## src/rtl/id_ex_alu_issue.sv

```systemverilog
// id_ex_alu_issue: ID/EX pipeline register with ALU control decode and EX-stage operand forwarding.
module id_ex_alu_issue #(
  parameter int XLEN = 64
) (
  input  logic            clk,
  input  logic            reset,
  input  logic            id_valid,
  input  logic            stall,
  input  logic            flush,
  input  logic [1:0]      id_alu_op,
  input  logic [2:0]      id_funct3,
  input  logic            id_funct7_5,
  input  logic            id_alu_src,
  input  logic [XLEN-1:0] id_rs1_data,
  input  logic [XLEN-1:0] id_rs2_data,
  input  logic [XLEN-1:0] id_imm,
  input  logic [4:0]      id_rs1,
  input  logic [4:0]      id_rs2,
  input  logic [4:0]      id_rd,
  input  logic            id_reg_write,
  input  logic            exmem_reg_write,
  input  logic [4:0]      exmem_rd,
  input  logic [XLEN-1:0] exmem_result,
  input  logic            memwb_reg_write,
  input  logic [4:0]      memwb_rd,
  input  logic [XLEN-1:0] memwb_result,
  output logic [XLEN-1:0] alu_a,
  output logic [XLEN-1:0] alu_b,
  output logic [3:0]      alu_operation,
  output logic            ex_valid,
  output logic            ex_reg_write,
  output logic            illegal_op,
  output logic [4:0]      ex_rd,
  output logic [XLEN-1:0] ex_store_data
);
  localparam logic [3:0] OP_AND = 4'b0000;
  localparam logic [3:0] OP_OR  = 4'b0001;
  localparam logic [3:0] OP_ADD = 4'b0010;
  localparam logic [3:0] OP_SUB = 4'b0110;
  localparam logic [3:0] OP_SLL = 4'b1000;
  logic            r_valid, r_reg_write, r_funct7_5, r_alu_src;
  logic [1:0]      r_alu_op;
  logic [2:0]      r_funct3;
  logic [4:0]      r_rs1, r_rs2, r_rd;
  logic [XLEN-1:0] r_rs1_data, r_rs2_data, r_imm;
  logic [3:0]      w_arith_op;
  logic            w_arith_ok;
  logic [XLEN-1:0] w_fwd1, w_fwd2;
  // A decode-stage bubble is stored as the same all-zero state as reset or flush.
  always_ff @(posedge clk) begin
    if (reset || flush || (!stall && !id_valid)) begin
      r_valid     <= 1'b0;
      r_reg_write <= 1'b0;
      r_alu_op    <= 2'b00;
      r_funct3    <= 3'b000;
      r_funct7_5  <= 1'b0;
      r_alu_src   <= 1'b0;
      r_rs1       <= 5'd0;
      r_rs2       <= 5'd0;
      r_rd        <= 5'd0;
      r_rs1_data  <= '0;
      r_rs2_data  <= '0;
      r_imm       <= '0;
    end else if (!stall) begin
      r_valid     <= 1'b1;
      r_reg_write <= id_reg_write;
      r_alu_op    <= id_alu_op;
      r_funct3    <= id_funct3;
      r_funct7_5  <= id_funct7_5;
      r_alu_src   <= id_alu_src;
      r_rs1       <= id_rs1;
      r_rs2       <= id_rs2;
      r_rd        <= id_rd;
      r_rs1_data  <= id_rs1_data;
      r_rs2_data  <= id_rs2_data;
      r_imm       <= id_imm;
    end
  end
  always_comb begin
    w_arith_ok = (r_funct3 == 3'b000) || (r_funct3 == 3'b111) || (r_funct3 == 3'b110) || (r_funct3 == 3'b001);
    w_arith_op = (r_funct3 == 3'b000) ? ((r_funct7_5 && !r_alu_op[0]) ? OP_SUB : OP_ADD) :
                 (r_funct3 == 3'b111) ? OP_AND :
                 (r_funct3 == 3'b110) ? OP_OR  :
                 (r_funct3 == 3'b001) ? OP_SLL : OP_ADD;
    alu_operation = r_alu_op[1] ? w_arith_op : (r_alu_op[0] ? OP_SUB : OP_ADD);
    illegal_op = r_valid && r_alu_op[1] && !w_arith_ok;
    w_fwd1 = (exmem_reg_write && exmem_rd != 5'd0 && exmem_rd == r_rs1) ? exmem_result :
             (memwb_reg_write && memwb_rd != 5'd0 && memwb_rd == r_rs1) ? memwb_result : r_rs1_data;
    w_fwd2 = (exmem_reg_write && exmem_rd != 5'd0 && exmem_rd == r_rs2) ? exmem_result :
             (memwb_reg_write && memwb_rd != 5'd0 && memwb_rd == r_rs2) ? memwb_result : r_rs2_data;
    alu_a = w_fwd1;
    alu_b = !r_alu_src ? w_fwd2 : (alu_operation == OP_SLL) ? {{(XLEN-6){1'b0}}, r_imm[5:0]} : r_imm;
    ex_store_data = w_fwd2;
  end
  assign ex_valid     = r_valid;
  assign ex_reg_write = r_reg_write;
  assign ex_rd        = r_rd;
endmodule

```

## config.mk

```make
export PLATFORM = sky130hd
export DESIGN_NAME = id_ex_alu_issue
export DESIGN_NICKNAME = d
export VERILOG_FILES = /design/src/rtl/id_ex_alu_issue.sv
export SDC_FILE = /design/constraint.sdc
export NUM_CORES = 1
export LEC_CHECK = 0
export ABC_AREA = 1
export CAP_MARGIN = 10
export CORE_AREA = 8 8 212 214
export CTS_CLUSTER_SIZE = 28
export DETAILED_ROUTE_END_ITERATION = 7
export DIE_AREA = 0 0 220 222
export GPL_ROUTABILITY_DRIVEN = 0
export SLEW_MARGIN = 20
export SYNTH_ARGS = -nofsm -noshare
export SYNTH_HDL_FRONTEND = slang
export SYNTH_SLANG_ARGS = --single-unit
```

## constraint.sdc

```tcl
create_clock -name clk -period 2.3 [get_ports clk]
set_input_delay 0.345 -clock clk [delete_from_list [all_inputs] [get_ports clk]]
set_output_delay 0.345 -clock clk [all_outputs]
set_load 0.05 [all_outputs]
```

==> flow_metrics.tcl, run 1 <==
set metrics [dict create \
    min_to "r_imm[54]" \
    yosys_warnings 0 \
    min_from "stall" \
    fp.dieH_microns 222 \
    cp-end-kind "output port" \
    fillers 3782 \
    r2r-end "r_alu_src" \
    grt_pass1_vias 16300 \
    critical_path.top_delay_family "buffers and inverters" \
    avgSynthCellArea_sq_um 6.30 \
    cap_violations 0 \
    slowest_delay_ns 0.36 \
    drv_slew 0 \
    ir_worst_vdd_mv 0.464 \
    cp_max_fo 8 \
    synth-simple-area-share_pct 47.4 \
    rsz0062_at_grt "yes" \
    synth_nets 2352 \
    start_util_pct 30.2 \
    wl_per_cell_microns 23.9 \
    r2r_slack_ns 1.24 \
    synth_compound_area_share_pct 8.86 \
    synth_cell_types 22 \
    synth_mux_area_share_pct 0 \
    p_leak_nw 9.87 \
    cp_data_required_time_ns 1.96 \
    ios 564 \
    firstDrtPassIters 6 \
    switchingPower_mw 3.51 \
    multi_input_area_sq_um 8830 \
    htreeDepth 1 \
    die-area_sq_um 48800 \
    cts_num_sinks 216 \
    antenna_found_initial 16 \
    chipWidth_microns 220 \
    yosys.area_share.adder_pct 0 \
    ctsHoldBuffers 0 \
    hold_path_depth 3 \
    fp-row-count 75 \
    start_kind "flop" \
    switching_share_pct 30.6 \
    layout.nets 2895 \
    worst-setup-path-type "flop to output port" \
    dp.final_hpwl_microns 48000 \
    total_power_mw 11.5 \
    grt_max_degree 134 \
    grt_busiest_layer "met2" \
    grt_use_met1_pct 31.7 \
    crit_arrival_ns 2.34 \
    worst_pin_slew_ns 0.732 \
    drt_iter0_drc 1575 \
    hold_violations 0 \
    path_cells "xor2_2 > buf_4 > nor3_4 > buf_12 > clkbuf_16 > nand3b_1 > nand3_2 > nand2_2 > buf_12" \
    violations "negative setup slack" \
    r2r_cells 3 \
    area_growth_pct 89.6 \
    numCtsBuffers 27 \
    setup_ws_ns -0.384 \
    slew_headroom_pct 51.2 \
    hp-class "input port to flop" \
    r2r_start "r_alu_src" \
    finalCritPeriodShare_pct 117 \
    via_per_inst 5.35 \
    finalSetupViolCount 193 \
    core-area_sq_um 41500 \
    synth-seq-cells 216 \
    register_area_sq_um 4350 \
    grt_pass1_wl_microns 101000 \
    ys_seq_area_share_pct 34.5 \
    internal_power_mw 7.95 \
    clockRootBuffer "clkbuf_16" \
    pwr-share-seq_pct 34.0 \
    totalWireLength_microns 74200 \
    synth_async_sr_flop_share_pct 0 \
    path_clk_slew_ns 0.06 \
    drc_errors 0 \
    layout-drive-gt1-share_pct 28.4 \
    ant_nets 0 \
    finalClockSkew_ns 0 \
    synth_edf_count 0 \
    crit_path_frequent_cell "buf_12" \
    grt_overflow 0 \
    numPortBuffers 563 \
    via_count 16600 \
    track_usage_pct 26.5 \
    min_period_ns 2.68 \
    synth_cells 1992 \
    use_met2_pct 44.4 \
    slowest_stage "dfxtp_4" \
    max_freq_mhz 373 \
    clockBufferDepth 3 \
    cts_tree "done" \
    synth_xor_area_share_pct 1.26 \
    clkPwrFrac_pct 37.9 \
    syn_area_sq_um 12500 \
    synthFlopType "dfxtp_1" \
    path_buf_inv 4 \
    synth_top_family_by_area "simple AND/OR/NAND/NOR gates" \
    setup_tns_ns -56.35 \
    powerDensity_nw_per_um2 482 \
    fin_cells 3104 \
    clk_latency_ns 0.54 \
    status "complete, but fails checks" \
    combPwrFrac_pct 28.0 \
    numPlacedInstances 2996 \
    gr-usage-met3_pct 6.45 \
]
through the flow:
stage          hold WS, ns  utilization [%]  instance area (sq um)  worst slack [ns]
2_1_floorplan        0.437                -                  12600             0.132
3_3_place_gp         0.452             48.0                  19900            -0.488
3_5_place_dp         0.455             48.0                  19900            -0.470
4_1_cts             0.0821             52.9                  21900            -0.409
5_1_grt              0.105             57.3                  23800            -0.473
6_report            0.0977             57.3                  23800            -0.384
flip-flops by register name (all words and copies together) (netlist names):
| signal | count |
|---|---|
| r_imm | 64 |
| r_rs1_data | 64 |
| r_rs2_data | 64 |
| ex_rd | 5 |
| r_rs1 | 5 |
| r_rs2 | 5 |
| r_funct3 | 3 |
| r_alu_op | 2 |
| ex_reg_write | 1 |
| ex_valid | 1 |
| r_alu_src | 1 |
| r_funct7_5 | 1 |
power groups by stage:
| stage | Clock [mW] | Sequential [mW] | Combinational (mW) |
|---|---|---|---|
| after floorplan | 0 | 3.98 | 1.26 |
| after global placement | 0 | 3.98 | 2.81 |
| after detailed placement | 0 | 3.98 | 2.81 |
| after CTS | 4.42 | 3.90 | 2.99 |
| after global routing | 4.57 | 3.91 | 3.34 |
| final | 4.35 | 3.90 | 3.21 |
kinds of logic (layout without fill, tap and decap cells):
kind of cell	Yosys count	in the layout
XOR/XNOR	18	18
AO/OA/AOI/OAI	220	220
other	0	12
AND/OR/NAND/NOR	1301	1302
flip-flops	216	216
buffers and inverters	237	797
worst max path at each step:
stage / from / to / cells past startpoint
2_1_floorplan: ex_valid / illegal_op / 2
3_3_place_gp: memwb_rd[0] / alu_a[46] / 11
3_5_place_dp: memwb_rd[0] / alu_a[46] / 11
4_1_cts: r_rs2[0] / alu_b[26] / 10
5_1_grt: r_rs2[3] / alu_b[19] / 10
6_report: r_rs2[3] / alu_b[51] / 9
synthesized netlist by cell type (2+ instances only):
cell type	number	area, sq um
buf_6	6	67.6
nor3_1	4	20.0
buf_1	18	67.6
inv_2	3	11.3
nand2_1	774	2910
clkbuf_1	83	312
nor2_1	12	45.0
buf_4	2	15.0
and2_1	64	400
xnor2_1	7	61.3
xor2_1	11	96.3
inv_1	72	270
nand3_1	317	1590
dfxtp_1	216	4320
a21oi_1	216	1080
buf_2	53	265
nand3b_1	129	968
worst min-delay path, cell delays in order:
cell     delay, ns
buf_6         0.13
nand2_1       0.06
a21oi_1       0.05
metal layers:
layer / vias to the layer above / wire length (microns)
met3: 194 / 7700
met2: 982 / 35000
met1: 7835 / 28000
met5: - / 49
met4: 8 / 3400
li1: 7578 / -
what timing repair did:
action / in CTS / in global routing
endpoints found under the setup margin: 193 / 193
buffers inserted: 10 / 10
resized for setup: 215 / 345
endpoints found under the hold margin: 0 / 0
pin swaps: 21 / 119
cloned: 12 / 20
final cells by class:
type | instances | area share [%]
Antenna cell | 12 | 0.126
Clock buffer | 35 | 3.14
Clock inverter | 12 | 0.616
Inverter | 75 | 1.23
Multi-Input combinational cell | 1540 | 37.1
Sequential cell | 216 | 18.3
Tap cell | 539 | 2.84
Timing Repair Buffer | 675 | 36.6
placed cells by master (no fill, tap or decap), types with 6 or more instances in the layout:
master           synthesis  final
nand3b_1               129    129
and2_4                   0     43
dfxtp_4                  0      6
xnor2_2                  0      6
xor2_2                   0      6
buf_8                    0     11
buf_6                    6     91
buf_12                   0    142
a21oi_1                216    216
nand3_4                  0      9
buf_16                   0     11
nand3_1                317    192
diode_2                  0     12
clkdlybuf4s50_1          0    356
buf_4                    2     38
nand2_2                  0    124
dfxtp_1                216    207
and2_1                  64     21
nand3_2                  0    116
clkbuf_16                0     43
inv_1                   72     71
nor2_1                  12      7
nand2_4                  0     40
nand2_1                774    608
No activity file was read; power rests on OpenSTA's default activity.
==> run 2, diff against run 1 <==
==> constraint.sdc (replaced) <==
create_clock -name clk -period 3.2 [get_ports clk]
set_input_delay 0.48 -clock clk [delete_from_list [all_inputs] [get_ports clk]]
set_output_delay 0.48 -clock clk [all_outputs]
set_load 0.05 [all_outputs]
==> run 2 against run 1 <==
Compared with the run above: the run now ends clean; critical path type unchanged; cell count decreased by 2.2%; clock skew is the same; first-iteration DRC count down 26%; count of clock-buffer cells in the layout increased by 5; non-clock buffer count is 71 lower; wire length shrank 15%; sequential power shrank 28%.
==> flow_metrics.tcl, run 2 (synthesis gave the netlist of run 1 again) <==
set metrics [dict create \
    worst_pin_slew_ns 0.910 \
    finalCritPeriodShare_pct 94.4 \
    antenna_found_initial 18 \
    numCtsBuffers 27 \
    grt_pass1_vias 15300 \
    fp.dieH_microns 222 \
    wl_per_cell_microns 20.9 \
    cp_max_fo 32 \
    layout.nets 2823 \
    final_common_cell "nand2_1" \
    drv_slew 0 \
    combPwrFrac_pct 25.5 \
    finalClockSkew_ns 0 \
    cts_tree "done" \
    cts_num_sinks 216 \
    core-area_sq_um 41500 \
    fp-row-count 75 \
    dp.final_hpwl_microns 46700 \
    rsz0062_at_grt "no" \
    r2r_slack_ns 2.18 \
    cap_violations 0 \
    whs_ns 0.327 \
    totalWireLength_microns 63400 \
    grt_overflow 0 \
    track_usage_pct 24.4 \
    clkPwrFrac_pct 39.4 \
    chipWidth_microns 220 \
    max_freq_mhz 331 \
    path_cells "nor2_1 > nand3_2 > buf_4 > buf_4 > nand3_1 > nand2_1 > buf_12" \
    final_cell_mix "nand2_1 (771), clkdlybuf4s50_1 (370), nand3_1 (316)" \
    cp-end-kind "output port" \
    layout-drive-gt1-share_pct 11.7 \
    ant_nets 0 \
    area_growth_pct 67.8 \
    clockRootBuffer "clkbuf_16" \
    grt_max_degree 181 \
    start_util_pct 30.2 \
    finalSetupViolCount 0 \
    ir_worst_vdd_mv 0.395 \
    crit_path_frequent_cell "buf_4" \
    pwr-share-seq_pct 35.1 \
    switchingPower_mw 2.36 \
    fillers 4134 \
    start_kind "flop" \
    worst-setup-path-type "flop to output port" \
    slowest_stage "buf_4" \
    cp_data_required_time_ns 2.72 \
    ios 564 \
    switching_share_pct 29.6 \
    via_per_inst 5.12 \
    top_regs "r_imm x64, r_rs1_data x64, r_rs2_data x64" \
    drc_errors 0 \
    firstDrtPassIters 7 \
    setup_tns_ns 0 \
    clockBufferDepth 3 \
    hp-class "input port to flop" \
    via_count 15500 \
    hold_violations 0 \
    cts_setup_buffers 0 \
    ctsHoldBuffers 0 \
    min_period_ns 3.02 \
    powerDensity_nw_per_um2 380 \
    crit_arrival_ns 2.54 \
    htreeDepth 1 \
    cts-resized-gates 0 \
    slowest_delay_ns 0.48 \
    internal_power_mw 5.64 \
    final_core_util_pct 50.8 \
    drt_iter0_drc 1170 \
    clk_latency_ns 0.54 \
    p_leak_nw 8.74 \
    slew_headroom_pct 39.1 \
    path_buf_inv 3 \
    status "finished, final reports clean" \
    path_clk_slew_ns 0.07 \
    critical_path.top_delay_family "buffers and inverters" \
    die-area_sq_um 48800 \
    numPortBuffers 563 \
    grt_pass1_wl_microns 93600 \
]
[run 2: cell types whose count changed in the layout (fill, tap and decap cells not counted), sizes merged]
cell	delta
clkinv	-4
diode	+4
inv	+1
nand2	-1
bufbuf	-1
clkdlybuf4s50	+14
dlymetal6s2s	-4
buf	-59
clkinvlp	-2
clkbuf	-11
dlygate4sd2	-5
[run 2: worst reg2reg max path: stages (launching register included)]
cell	delay (ns)
dfxtp_4	0.69
nand2_1	0.11
a21oi_1	0.16
[run 2: power by group through the flow]
stage	Sequential (mW)	Combinational, mW	Clock, mW
after floorplan	2.86	0.902	0
after global placement	2.86	2.03	0
after detailed placement	2.87	2.04	0
after CTS	2.81	2.05	3.24
after global routing	2.82	2.15	3.33
final	2.81	2.04	3.15
[run 2: worst paths after layout]
| path | startpoint | endpoint | cells past startpoint |
|---|---|---|---|
| worst max-delay path | r_funct3[2] | alu_b[56] | 7 |
| worst min-delay path | stall | r_imm[54] | 3 |
| worst max register to register | r_alu_src | r_alu_src | 2 |
| worst min register to register | r_imm[63] | r_imm[63] | 2 |
[run 2: per-layer routing]
| layer | global-route usage [%] | part of all wire (%) | vias to the layer above |
|---|---|---|---|
| li1 | - | - | 7436 |
| met1 | 28.7 | 39 | 7319 |
| met2 | 42.7 | 50 | 675 |
| met3 | 5.03 | 8.6 | 108 |
| met4 | 9.32 | 3.0 | 2 |
| met5 | 0 | 0.014 | - |
[run 2: area by class of cell]
cell class | count | area, sq um | area share, %
repair buffers | 604 | 7550 | 35.9
multi-input cells | 1539 | 7270 | 34.5
flip-flops and latches | 216 | 4330 | 20.6
clock buffers | 40 | 785 | 3.73
well taps | 539 | 674 | 3.20
inverters | 75 | 287 | 1.36
clock inverters | 7 | 116 | 0.553
diodes | 16 | 40.0 | 0.190
[run 2: per-stage QoR]
step / std cells / setup slack (ns) / instance area (sq um) / power, mW
6_report: 3036 / 0.178 / 21100 / 8.00
3_5_place_dp: 2973 / 0.223 / 20100 / 4.90
2_1_floorplan: 1992 / 0.629 / 12500 / 3.76
3_3_place_gp: 2973 / 0.230 / 20100 / 4.90
4_1_cts: 3020 / 0.112 / 21000 / 8.10
5_1_grt: 3036 / 0.0277 / 21100 / 8.29
